<file path="src/rtl/controle_multiciclo_pkg.sv">
// Shared encodings for the multi-cycle controller: FSM states, ALUOp codes, opcodes,
// datapath mux selects and the control word decoded from the current state.
package controle_pkg;

  typedef enum logic [3:0] {
    FETCH    = 4'h0,
    DECODE   = 4'h1,
    EXEC_R   = 4'h2,
    EXEC_I   = 4'h3,
    ALU_WB   = 4'h4,
    MEM_ADDR = 4'h5,
    MEM_RD   = 4'h6,
    MEM_WR   = 4'h7,
    MEM_WB   = 4'h8,
    BRANCH   = 4'h9,
    JUMP     = 4'hA,
    TRAP     = 4'hF
  } state_t;

  typedef enum logic [2:0] {
    CLS_RTYPE,
    CLS_LW,
    CLS_SW,
    CLS_BRANCH,
    CLS_JUMP,
    CLS_ITYPE,
    CLS_ILLEGAL
  } op_class_t;

  localparam logic [3:0] ALUOP_ADD   = 4'b0000;
  localparam logic [3:0] ALUOP_BEQ   = 4'b0001;
  localparam logic [3:0] ALUOP_BNE   = 4'b0010;
  localparam logic [3:0] ALUOP_SLTI  = 4'b0011;
  localparam logic [3:0] ALUOP_SLTIU = 4'b0100;
  localparam logic [3:0] ALUOP_ANDI  = 4'b0101;
  localparam logic [3:0] ALUOP_ORI   = 4'b0110;
  localparam logic [3:0] ALUOP_XORI  = 4'b0111;
  localparam logic [3:0] ALUOP_LUI   = 4'b1000;
  localparam logic [3:0] ALUOP_RTYPE = 4'b1111;

  localparam logic [5:0] OP_RTYPE = 6'b000000;
  localparam logic [5:0] OP_LW    = 6'b100011;
  localparam logic [5:0] OP_SW    = 6'b101011;
  localparam logic [5:0] OP_BEQ   = 6'b000100;
  localparam logic [5:0] OP_BNE   = 6'b000101;
  localparam logic [5:0] OP_J     = 6'b000010;
  localparam logic [5:0] OP_ADDI  = 6'b001000;
  localparam logic [5:0] OP_SLTI  = 6'b001010;
  localparam logic [5:0] OP_SLTIU = 6'b001011;
  localparam logic [5:0] OP_ANDI  = 6'b001100;
  localparam logic [5:0] OP_ORI   = 6'b001101;
  localparam logic [5:0] OP_XORI  = 6'b001110;
  localparam logic [5:0] OP_LUI   = 6'b001111;

  localparam logic [1:0] SRCB_REGB    = 2'b00;
  localparam logic [1:0] SRCB_FOUR    = 2'b01;
  localparam logic [1:0] SRCB_IMM     = 2'b10;
  localparam logic [1:0] SRCB_IMM_SH2 = 2'b11;

  localparam logic [1:0] PCSRC_ALU    = 2'b00;
  localparam logic [1:0] PCSRC_ALUOUT = 2'b01;
  localparam logic [1:0] PCSRC_JUMP   = 2'b10;

  typedef struct packed {
    logic [3:0] alu_op;
    logic       alu_src_a;
    logic [1:0] alu_src_b;
    logic       i_or_d;
    logic       mem_read;
    logic       mem_write;
    logic       ir_write;
    logic       reg_write;
    logic       reg_dst;
    logic       mem_to_reg;
    logic [1:0] pc_source;
    logic       pc_en;
    logic       illegal;
  } ctrl_t;

  // Every state starts from this word and raises only what it needs.
  function automatic ctrl_t ctrl_idle();
    ctrl_t c;
    c           = '0;
    c.alu_op    = ALUOP_ADD;
    c.alu_src_b = SRCB_REGB;
    c.pc_source = PCSRC_ALU;
    return c;
  endfunction

endpackage

</file>
<file path="src/rtl/controle_multiciclo_if.sv">
// Controller <-> datapath/memory bundle: opcode and status flags in, control word out.
interface controle_multiciclo_if;

  logic [5:0] opcode;
  logic       zero;
  logic       mem_ready;

  logic [3:0] alu_op;
  logic       alu_src_a;
  logic [1:0] alu_src_b;
  logic       i_or_d;
  logic       mem_read;
  logic       mem_write;
  logic       ir_write;
  logic       reg_write;
  logic       reg_dst;
  logic       mem_to_reg;
  logic [1:0] pc_source;
  logic       pc_en;
  logic       illegal;
  logic [3:0] state_dbg;

  modport master (
    input  opcode, zero, mem_ready,
    output alu_op, alu_src_a, alu_src_b, i_or_d, mem_read, mem_write, ir_write,
           reg_write, reg_dst, mem_to_reg, pc_source, pc_en, illegal, state_dbg
  );

  modport slave (
    output opcode, zero, mem_ready,
    input  alu_op, alu_src_a, alu_src_b, i_or_d, mem_read, mem_write, ir_write,
           reg_write, reg_dst, mem_to_reg, pc_source, pc_en, illegal, state_dbg
  );

endinterface

</file>
<file path="src/rtl/controle_multiciclo_decod_opcode_ula.sv">
// Combinational opcode classifier: instruction class for the DECODE dispatch and the ALUOp
// used by immediate-type instructions in EXEC_I.
module decod_opcode_ula
  import controle_pkg::*;
(
  input  logic [5:0] i_op,
  output op_class_t  o_class,
  output logic [3:0] o_alu_op
);

  always_comb begin
    o_class  = CLS_ILLEGAL;
    o_alu_op = ALUOP_ADD;
    case (i_op)
      OP_RTYPE: o_class = CLS_RTYPE;
      OP_LW:    o_class = CLS_LW;
      OP_SW:    o_class = CLS_SW;
      OP_BEQ,
      OP_BNE:   o_class = CLS_BRANCH;
      OP_J:     o_class = CLS_JUMP;
      OP_ADDI:  begin o_class = CLS_ITYPE; o_alu_op = ALUOP_ADD;   end
      OP_SLTI:  begin o_class = CLS_ITYPE; o_alu_op = ALUOP_SLTI;  end
      OP_SLTIU: begin o_class = CLS_ITYPE; o_alu_op = ALUOP_SLTIU; end
      OP_ANDI:  begin o_class = CLS_ITYPE; o_alu_op = ALUOP_ANDI;  end
      OP_ORI:   begin o_class = CLS_ITYPE; o_alu_op = ALUOP_ORI;   end
      OP_XORI:  begin o_class = CLS_ITYPE; o_alu_op = ALUOP_XORI;  end
      OP_LUI:   begin o_class = CLS_ITYPE; o_alu_op = ALUOP_LUI;   end
      default:  o_class = CLS_ILLEGAL;
    endcase
  end

endmodule

</file>
<file path="src/rtl/controle_multiciclo.sv">
// Moore controller for the multi-cycle core: R/I 4 cycles, lw 5, sw 4, branch/jump 3, plus one
// per mem_ready=0 cycle in FETCH/MEM_RD/MEM_WR. Optional CTRL_PERF_EN adds cycle/instr counters.
module controle_multiciclo
  import controle_pkg::*;
#(
  parameter int PERF_W = 32
) (
  input  logic                  clock,
  input  logic                  reset_n,
  controle_multiciclo_if.master bus
`ifdef CTRL_PERF_EN
  ,
  output logic [PERF_W-1:0]     perf_cycles,
  output logic [PERF_W-1:0]     perf_instrs
`endif
);

  state_t     r_state;
  logic [5:0] r_op_q;
  op_class_t  w_class;
  logic [3:0] w_itype_alu_op;
  logic       w_is_bne;
  ctrl_t      w_ctrl;

  decod_opcode_ula u_decod (
    .i_op     (r_op_q),
    .o_class  (w_class),
    .o_alu_op (w_itype_alu_op)
  );

  assign w_is_bne = (r_op_q == OP_BNE);

  always_ff @(posedge clock or negedge reset_n) begin
    if (!reset_n) begin
      r_state <= FETCH;
      r_op_q  <= '0;
    end else begin
      case (r_state)
        FETCH: begin
          if (bus.mem_ready) begin
            r_state <= DECODE;
            r_op_q  <= bus.opcode;
          end
        end
        DECODE: begin
          case (w_class)
            CLS_RTYPE:  r_state <= EXEC_R;
            CLS_LW,
            CLS_SW:     r_state <= MEM_ADDR;
            CLS_BRANCH: r_state <= BRANCH;
            CLS_JUMP:   r_state <= JUMP;
            CLS_ITYPE:  r_state <= EXEC_I;
            default:    r_state <= TRAP;
          endcase
        end
        EXEC_R,
        EXEC_I:   r_state <= ALU_WB;
        MEM_ADDR: r_state <= (w_class == CLS_LW) ? MEM_RD : MEM_WR;
        MEM_RD:   if (bus.mem_ready) r_state <= MEM_WB;
        MEM_WR:   if (bus.mem_ready) r_state <= FETCH;
        ALU_WB,
        MEM_WB,
        BRANCH,
        JUMP:     r_state <= FETCH;
        TRAP:     r_state <= TRAP;
        default:  r_state <= TRAP;
      endcase
    end
  end

  always_comb begin
    w_ctrl = ctrl_idle();
    case (r_state)
      FETCH: begin
        w_ctrl.mem_read  = 1'b1;
        w_ctrl.alu_src_b = SRCB_FOUR;
        w_ctrl.ir_write  = bus.mem_ready;
        w_ctrl.pc_en     = bus.mem_ready;
      end
      DECODE: begin
        w_ctrl.alu_src_b = SRCB_IMM_SH2;
      end
      EXEC_R: begin
        w_ctrl.alu_src_a = 1'b1;
        w_ctrl.alu_src_b = SRCB_REGB;
        w_ctrl.alu_op    = ALUOP_RTYPE;
      end
      EXEC_I: begin
        w_ctrl.alu_src_a = 1'b1;
        w_ctrl.alu_src_b = SRCB_IMM;
        w_ctrl.alu_op    = w_itype_alu_op;
      end
      ALU_WB: begin
        w_ctrl.reg_write = 1'b1;
        w_ctrl.reg_dst   = (r_op_q == OP_RTYPE);
      end
      MEM_ADDR: begin
        w_ctrl.alu_src_a = 1'b1;
        w_ctrl.alu_src_b = SRCB_IMM;
      end
      MEM_RD: begin
        w_ctrl.mem_read = 1'b1;
        w_ctrl.i_or_d   = 1'b1;
      end
      MEM_WR: begin
        w_ctrl.mem_write = 1'b1;
        w_ctrl.i_or_d    = 1'b1;
      end
      MEM_WB: begin
        w_ctrl.reg_write  = 1'b1;
        w_ctrl.mem_to_reg = 1'b1;
      end
      BRANCH: begin
        w_ctrl.alu_src_a = 1'b1;
        w_ctrl.alu_src_b = SRCB_REGB;
        w_ctrl.alu_op    = w_is_bne ? ALUOP_BNE : ALUOP_BEQ;
        w_ctrl.pc_source = PCSRC_ALUOUT;
        w_ctrl.pc_en     = w_is_bne ? ~bus.zero : bus.zero;
      end
      JUMP: begin
        w_ctrl.pc_source = PCSRC_JUMP;
        w_ctrl.pc_en     = 1'b1;
      end
      TRAP: begin
        w_ctrl.illegal = 1'b1;
      end
      default: w_ctrl = ctrl_idle();
    endcase
  end

  assign bus.alu_op     = w_ctrl.alu_op;
  assign bus.alu_src_a  = w_ctrl.alu_src_a;
  assign bus.alu_src_b  = w_ctrl.alu_src_b;
  assign bus.i_or_d     = w_ctrl.i_or_d;
  assign bus.reg_dst    = w_ctrl.reg_dst;
  assign bus.mem_to_reg = w_ctrl.mem_to_reg;
  assign bus.pc_source  = w_ctrl.pc_source;
  assign bus.illegal    = w_ctrl.illegal;
  assign bus.state_dbg  = r_state;

  // Reset parks the FSM in FETCH, whose word requests a read; mask the strobes so nothing
  // reaches memory, IR, PC or the register file while reset_n is low.
  assign bus.mem_read   = w_ctrl.mem_read  & reset_n;
  assign bus.mem_write  = w_ctrl.mem_write & reset_n;
  assign bus.ir_write   = w_ctrl.ir_write  & reset_n;
  assign bus.reg_write  = w_ctrl.reg_write & reset_n;
  assign bus.pc_en      = w_ctrl.pc_en     & reset_n;

`ifdef CTRL_PERF_EN
  localparam logic [PERF_W-1:0] PERF_ONE = PERF_W'(1);

  logic              w_to_fetch;
  logic [PERF_W-1:0] r_perf_cycles;
  logic [PERF_W-1:0] r_perf_instrs;

  always_comb begin
    w_to_fetch = 1'b0;
    case (r_state)
      ALU_WB, MEM_WB, BRANCH, JUMP: w_to_fetch = 1'b1;
      MEM_WR:                       w_to_fetch = bus.mem_ready;
      default:                      w_to_fetch = 1'b0;
    endcase
  end

  always_ff @(posedge clock or negedge reset_n) begin
    if (!reset_n) begin
      r_perf_cycles <= '0;
      r_perf_instrs <= '0;
    end else begin
      if (r_state != TRAP) r_perf_cycles <= r_perf_cycles + PERF_ONE;
      if (w_to_fetch)      r_perf_instrs <= r_perf_instrs + PERF_ONE;
    end
  end

  assign perf_cycles = r_perf_cycles;
  assign perf_instrs = r_perf_instrs;
`else
  // Counter width is meaningless without the counters; keep the parameter elaborated.
  if (PERF_W < 1) begin : g_perf_w_unused
  end
`endif

endmodule

</file>
<file path="src/flat_wrapper.sv">
// flat-port wrapper written by rule: the top's interface ports become plain ports
module controle_multiciclo_flat import controle_pkg::*;
#(
  parameter int PERF_W = 32
)
  (clock, reset_n, bus_opcode, bus_zero, bus_mem_ready, bus_alu_op, bus_alu_src_a, bus_alu_src_b, bus_i_or_d, bus_mem_read, bus_mem_write, bus_ir_write, bus_reg_write, bus_reg_dst, bus_mem_to_reg, bus_pc_source, bus_pc_en, bus_illegal, bus_state_dbg);
  controle_multiciclo_if bus_i ();
  input  logic clock;
  input  logic reset_n;
  input wire logic [$bits(bus_i.opcode)-1:0] bus_opcode;
  input wire logic [$bits(bus_i.zero)-1:0] bus_zero;
  input wire logic [$bits(bus_i.mem_ready)-1:0] bus_mem_ready;
  output wire logic [$bits(bus_i.alu_op)-1:0] bus_alu_op;
  output wire logic [$bits(bus_i.alu_src_a)-1:0] bus_alu_src_a;
  output wire logic [$bits(bus_i.alu_src_b)-1:0] bus_alu_src_b;
  output wire logic [$bits(bus_i.i_or_d)-1:0] bus_i_or_d;
  output wire logic [$bits(bus_i.mem_read)-1:0] bus_mem_read;
  output wire logic [$bits(bus_i.mem_write)-1:0] bus_mem_write;
  output wire logic [$bits(bus_i.ir_write)-1:0] bus_ir_write;
  output wire logic [$bits(bus_i.reg_write)-1:0] bus_reg_write;
  output wire logic [$bits(bus_i.reg_dst)-1:0] bus_reg_dst;
  output wire logic [$bits(bus_i.mem_to_reg)-1:0] bus_mem_to_reg;
  output wire logic [$bits(bus_i.pc_source)-1:0] bus_pc_source;
  output wire logic [$bits(bus_i.pc_en)-1:0] bus_pc_en;
  output wire logic [$bits(bus_i.illegal)-1:0] bus_illegal;
  output wire logic [$bits(bus_i.state_dbg)-1:0] bus_state_dbg;
  assign bus_i.opcode = bus_opcode;
  assign bus_i.zero = bus_zero;
  assign bus_i.mem_ready = bus_mem_ready;
  assign bus_alu_op = bus_i.alu_op;
  assign bus_alu_src_a = bus_i.alu_src_a;
  assign bus_alu_src_b = bus_i.alu_src_b;
  assign bus_i_or_d = bus_i.i_or_d;
  assign bus_mem_read = bus_i.mem_read;
  assign bus_mem_write = bus_i.mem_write;
  assign bus_ir_write = bus_i.ir_write;
  assign bus_reg_write = bus_i.reg_write;
  assign bus_reg_dst = bus_i.reg_dst;
  assign bus_mem_to_reg = bus_i.mem_to_reg;
  assign bus_pc_source = bus_i.pc_source;
  assign bus_pc_en = bus_i.pc_en;
  assign bus_illegal = bus_i.illegal;
  assign bus_state_dbg = bus_i.state_dbg;
  controle_multiciclo #(.PERF_W(PERF_W)) u_core (.clock(clock), .reset_n(reset_n), .bus(bus_i));
endmodule
</file>
<file path="config.mk">
export PLATFORM = sky130hd
export DESIGN_NAME = controle_multiciclo_flat
export DESIGN_NICKNAME = d
export VERILOG_FILES = /design/src/rtl/controle_multiciclo_pkg.sv /design/src/rtl/controle_multiciclo_if.sv /design/src/rtl/controle_multiciclo_decod_opcode_ula.sv /design/src/rtl/controle_multiciclo.sv /design/src/flat_wrapper.sv
export SDC_FILE = /design/constraint.sdc
export NUM_CORES = 1
export LEC_CHECK = 0
export CAP_MARGIN = 20
export CELL_PAD_IN_SITES_DETAIL_PLACEMENT = 2
export CELL_PAD_IN_SITES_GLOBAL_PLACEMENT = 2
export CORE_MARGIN = 5
export CORE_UTILIZATION = 25
export CTS_CLUSTER_DIAMETER = 100
export CTS_CLUSTER_SIZE = 25
export DETAILED_ROUTE_END_ITERATION = 8
export PLACE_DENSITY = 0.77
export SYNTH_ARGS = -nofsm -noshare
export SYNTH_HDL_FRONTEND = slang
export SYNTH_SLANG_ARGS = --single-unit
</file>
<file path="constraint.sdc">
create_clock -name clock -period 1.9 [get_ports clock]
set_input_delay 0.285 -clock clock [delete_from_list [all_inputs] [get_ports clock]]
set_output_delay 0.285 -clock clock [all_outputs]
set_load 0.02 [all_outputs]
</file>
# ---- Yosys cells after proc, flatten, opt, wreduce, memory -nomap -nowiden
# Index checks and enable logic that the tools add are counted.
# W data, S select, Z words.
dict set report totals {
  output_inout_bits 22
  ff_bits 10
  word_cells 77
  inputBits 10
}
dict set report classes {
  n_mux 23
  n_reduce_logical 15
  bitwise_logic 6
  n_eq_ne 31
}
# cell n
set ops {}
lappend ops {{$eq A6 B4 Y1 const B} 7}
lappend ops {{$pmux W4 S7} 1}
lappend ops {{$pmux W4 S6} 1}
lappend ops {{$pmux W4 S5} 1}
lappend ops {{$pmux W3 S6} 1}
lappend ops {{$eq A4 B3 Y1 const B} 4}
lappend ops {{$eq A4 B4 Y1 const B} 4}
lappend ops {{$reduce_or A2 Y1} 7}
lappend ops {{$eq A6 B3 Y1 const B} 2}
lappend ops {{$eq A6 B6 Y1 const B} 2}
lappend ops {{$mux W4} 3}
lappend ops {{$pmux W4 S3} 1}
lappend ops {{$mux W1} 11}
lappend ops {{$eq A4 B2 Y1 const B} 2}
lappend ops {{$reduce_or A4 Y1} 2}
lappend ops {{$reduce_or A7 Y1} 1}
lappend ops {{$eq A3 B2 Y1 const B} 2}
lappend ops {{$eq A3 B3 Y1 const B} 2}
lappend ops {{$eq A6 B2 Y1 const B} 1}
lappend ops {{$logic_not A6 Y1} 1}
lappend ops {{$ne A2 B2 Y1 const B} 3}
lappend ops {{$pmux W2 S3} 1}
lappend ops {{$and A1 B1 Y1} 5}
lappend ops {{$eq A4 B1 Y1 const B} 1}
lappend ops {{9 further kinds} 9}

# ---- Depth between registers and ports, before layout
dict set report depth {
  ltp_word 7
  ltp_mapped 6
  mapped_depth_nobuf 4
}

# ---- Modules after synthesis
# Synthesis repeated with hierarchy kept, for this count alone.
dict set report unflattened {
  hier_cells 125
  area_unflattened_um2 1012.2
}
# mod instances seq_area_each_um2 cells_per_inst area_per_inst_um2
set modules_own_cells {}
lappend modules_own_cells {controle_multiciclo 1 250.2 98 828.3}
lappend modules_own_cells {decod_opcode_ula 1 0.0 27 183.9}

# ---- Worst setup path before layout
# No wires, ideal clock.
dict set report synth_timing {
  path_kind {register -> output}
  startpoint {reg u_core.r_state[0] (netlist: u_core.bus.state_dbg[0])}
  endpoint {out bus_mem_read}
  t_arrival_ns 1.548
  stages_incl_launch_ff 4
  t_required_ns 1.615
  slack_ns 0.067
  path_buffers 2
  path_cell_list {dfrtp_1 > buf_2 > buf_2 > nor4_1}
}
dict set report synth_between {
  elab_chain_cells 4
  elab_cells_between_ends 5
  cone_classes {1 x eq/ne; 1 x mux; 1 x bitwise; 2 x reduce/logical}
}
# item line
set synth_lines {}
lappend synth_lines {{from (decl)} controle_multiciclo.sv:18} ;# state_t r_state;
lappend synth_lines {{from (signal assigned)} controle_multiciclo.sv:58} ;# MEM_ADDR: r_state <= (w_class == CLS_LW) ? MEM_RD : MEM_WR;
lappend synth_lines {{$eq A4 B3 Y1 or $logic_not A4 Y1 (tied branches)} controle_multiciclo.sv:73} ;# case (r_state)
lappend synth_lines {{$reduce_or A2 Y1 (no line) *} -}
lappend synth_lines {{$mux W1 *} controle_multiciclo.sv:73}
lappend synth_lines {{$and A1 B1 Y1 *} controle_multiciclo.sv:143} ;# assign bus.mem_read = w_ctrl.mem_read & reset_n;
lappend synth_lines {{to (decl)} flat_wrapper.sv:17} ;# output wire logic [$bits(bus_i.mem_read)-1:0] bus_mem_read;
# Mark *: on every way between the ends. The rest lies on a longest branch, timed or not.

# ---- Worst setup path in the final report
dict set report layout_timing {
  startpoint {reg u_core.r_op_q[5]}
  endpoint {out bus_alu_op[0]}
}
dict set report layout_between {
  elab_chain_cells 3
  elab_cells_between_ends 10
  cone_classes {7 x eq/ne; 3 x mux}
}
# item line
set layout_lines {}
lappend layout_lines {{from (decl)} controle_multiciclo.sv:19} ;# logic [5:0] r_op_q;
lappend layout_lines {{from (signal assigned)} controle_multiciclo.sv:42} ;# r_op_q <= bus.opcode;
lappend layout_lines {{$eq A6 B4 Y1 or $eq A6 B3 Y1 (tied branches)} {controle_multiciclo_decod_opcode_ula.sv:14, controle_multiciclo.sv:31}}
lappend layout_lines {{$pmux W4 S6 or $mux W2 (tied branches)} {controle_multiciclo_decod_opcode_ula.sv:14, controle_multiciclo.sv:116}}
lappend layout_lines {{$pmux W4 S3 *} controle_multiciclo.sv:73}
lappend layout_lines {{to (decl)} flat_wrapper.sv:13} ;# output wire logic [$bits(bus_i.alu_op)-1:0] bus_alu_op;
# Marked as above.

==> flow_summary.toml <==
[run_status]
status = "finished, final reports clean"

[critical_path]
cp-end-kind = "output port"
crit_fanout = 4
crit_type = "reg2out"
arrival_ns = 1.60
crit_family = "simple AND/OR/NAND/NOR gates"
start_kind = "flip-flop"
cp.required_ns = 1.62
slowest_stage = "dfrtp_1"
crit_chain = "and2b_1 > and2b_2 > nand4_4 > o31ai_4 > buf_6"
slowest_delay_ns = 0.41
cp_num_buf_inv = 1

[drt]
ant_nets = 0
drtIter0Drc = 18
wirelength_mm = 4.168
drc_errors = 0
drt_pass1_iterations = 4
via_per_inst = 4.979
via_count = 1165
wl_per_cell_um = 17.81

[pwr]
leakage_uw = 0.0007274
combPwrFrac_pct = 7.8
p_int_uw = 375.9
ir_drop_mv = 0.2728
share_seq_of_total_power_pct = 44.5
powerDensity_nw_per_um2 = 296.9
p_total_uw = 479.9
p_clk_share_pct = 47.8
switching_share_pct = 21.67
power_switching_uw = 104.0

[place]
dp_slack_ns = -0.3384
dpl-instance-area_um2 = 1540
dp_hpwl_mm = 3.399
gp_congestion = 0.7816
port_buffers = 31

[logic_synthesis]
synth_edf_count = 0
synthArstFlopShare_pct = 100.0
syn_avg_cell_area_um2 = 7.729
synth_area_leaders = "dfrtp_1, mux2_2, buf_4"
syn_nets = 134
netlist.area_leader.share_pct = 26.11
yosys.area.top_type = "dfrtp_1"
synthesis.area_um2 = 958.4
synthCells = 124
yosysWarnings = 0
synth-seq-area-share_pct = 26.11
synth_cell_types = 40
synth-seq-cells = 10
ys.flop_type = "dfrtp_1"

[clock_network]
root_buffer = "clkbuf_8"
clkTransAtPathRegs_ns = 0.05
cts_max_level = 1
cts_buffers = 3
cts_sinks = 10
cts_tree = "done"
clock_latency_ns = 0.24
clk_path_buf_depth = 2

[timing]
fmax_mhz = 530.6
finalCritPeriodShare_pct = 99.20
slew_headroom_pct = 82.08
layout_setup_ws_ns = 0.01520
tightest_slew_ns = 0.2664
setup_viol = 0
tns_ns = 0
rsz0062_at_grt = "yes"
clock_skew_ns = 0.001067
layout_min_cycle_time_ns = 1.885
hold_viol_final = 0
drv_slew = 0

[finish]
n_antenna_cell = 0
design_area_um2 = 1617
nets = 198
fillCellCount = 437
drive_gt1_share_pct = 41.40
area_growth_pct = 68.67

[global_route]
first_global_vias = 1350
grt_pass1_wl_mm = 6.727
antenna_found_initial = 0
grt_use_total_pct = 16.69
gr-total-overflow = 0
grt_max_degree = 12

[floorplanning]
rows = 22
dieWidth_um = 71.92
boundaryPins = 32
die-area_um2 = 5172
initial_utilization_pct = 25.98
die_h_um = 71.92
coreArea_um2 = 3689

[worst_hold_path]
min_path_type = "in2async"

[flow_run]
cap_violations = 0
==> layer usage <==
metal / share of wire [%] / wire (um) / up-vias / global-route usage (%)
met4: 3.2 / 134 / 0 / 7.933
li1: - / - / 558 / -
met1: 38 / 1576 / 562 / 17.48
met3: 4.0 / 166 / 12 / 2.770
met2: 55 / 2290 / 33 / 31.94
met5: 0 / 0 / - / 0
==> stage by stage <==
stage	hold slack [ns]	std cells	utilization, %
2_1_floorplan	-0.01059	124	-
3_3_place_gp	0.6517	228	41.76
3_5_place_dp	0.6591	228	41.76
4_1_cts	0.4224	233	42.77
5_1_grt	0.4397	234	43.83
6_report	0.4162	234	43.83
==> power groups by stage <==
stage	clock [uW]	sequential [uW]	combinational (uW)
floorplan	0	217	3.39
global placement	0	217	35.5
detailed placement	0	217	37.3
CTS	238	213	37.7
global route	248	213	40.2
finish	229	213	37.3
==> timing repair <==
action	4_1_cts	5_1_grt
pin swaps	1	3
gates resized for setup	52	17
endpoints found under the setup margin	18	11
buffers inserted	2	1
hold buffers	0	0
==> final timing paths <==
path                                         start                 endpoint  slack [ns]  cells after the start
setup / recovery                  u_core.r_op_q[5]            bus_alu_op[0]        0.02                      5
max in group asynchronous                  reset_n  u_core.bus.state_dbg[2]        1.32                      2
hold / removal                             reset_n  u_core.bus.state_dbg[1]        0.42                      2
min in group clock                   bus_opcode[1]         u_core.r_op_q[1]        0.65                      2
hold reg to reg                   u_core.r_op_q[2]         u_core.r_op_q[2]        0.70                      2
setup reg to reg           u_core.bus.state_dbg[2]         u_core.r_op_q[0]        0.40                      5
==> kinds of logic (layout without fill, tap and decap cells) <==
group,after synthesis,after routing,share of synthesized area (%)
XOR/XNOR,3,3,2.742
buffers and inverters,21,83,12.40
AND/OR/NAND/NOR,57,57,33.55
multiplexers,7,7,8.094
AO/OA/AOI/OAI,26,26,17.10
flip-flops,10,10,26.11
==> final cells by class <==
type | instances | area, um^2 | share of cell area (%)
clock buffer | 3 | 41.29 | 2.554
inverter | 4 | 15.01 | 0.9288
multi-input combinational | 93 | 628.1 | 38.85
sequential | 10 | 252.7 | 15.63
tap | 48 | 60.06 | 3.715
timing repair buffer | 76 | 619.3 | 38.31
==> cells in the mapped netlist, drive strengths merged, types with 3 or more instances <==
| master | count |
|---|---|
| nor3 | 5 |
| mux2 | 6 |
| nand2b | 5 |
| nor4 | 5 |
| buf | 16 |
| o22ai | 3 |
| nand4 | 3 |
| dfrtp | 10 |
| inv | 4 |
| nor2 | 15 |
| o21ai | 7 |
| nand2 | 10 |
| a21oi | 6 |
| a31oi | 3 |
==> worst reg2reg max path: cells and delay by family, from the launching register on <==
kind          cells  cell delay [ns]
simple gates      2             0.32
buf+inv           2             0.35
mux               1             0.28
flops             1             0.44
==> registers in the layout, summed over array words and instances, names as in the netlist <==
| name | cells |
|---|---|
| u_core.bus.state_dbg | 4 |
| u_core.r_op_q | 6 |
==> cell usage in the layout (no fill, tap or decap), types with 2 or more instances in the layout <==
cell type / Yosys / routed
a211oi_1: 2 / 2
a21oi_1: 6 / 5
a31oi_1: 3 / 3
and2_1: 2 / 2
buf_2: 8 / 2
buf_4: 8 / 49
buf_6: 0 / 2
clkbuf_8: 0 / 3
clkdlybuf4s15_1: 0 / 2
clkdlybuf4s50_1: 0 / 13
dfrtp_1: 10 / 8
dfrtp_2: 0 / 2
dlygate4sd2_1: 0 / 6
inv_1: 4 / 4
mux2_2: 6 / 6
nand2_1: 10 / 10
nand2b_1: 5 / 5
nand3b_1: 2 / 2
nand4_1: 2 / 2
nor2_1: 14 / 14
nor3_1: 4 / 4
nor4_1: 5 / 4
o21ai_0: 4 / 4
o21ai_1: 3 / 3
o22ai_1: 3 / 2
xnor2_1: 2 / 2
(Power assumes the default switching activity.)
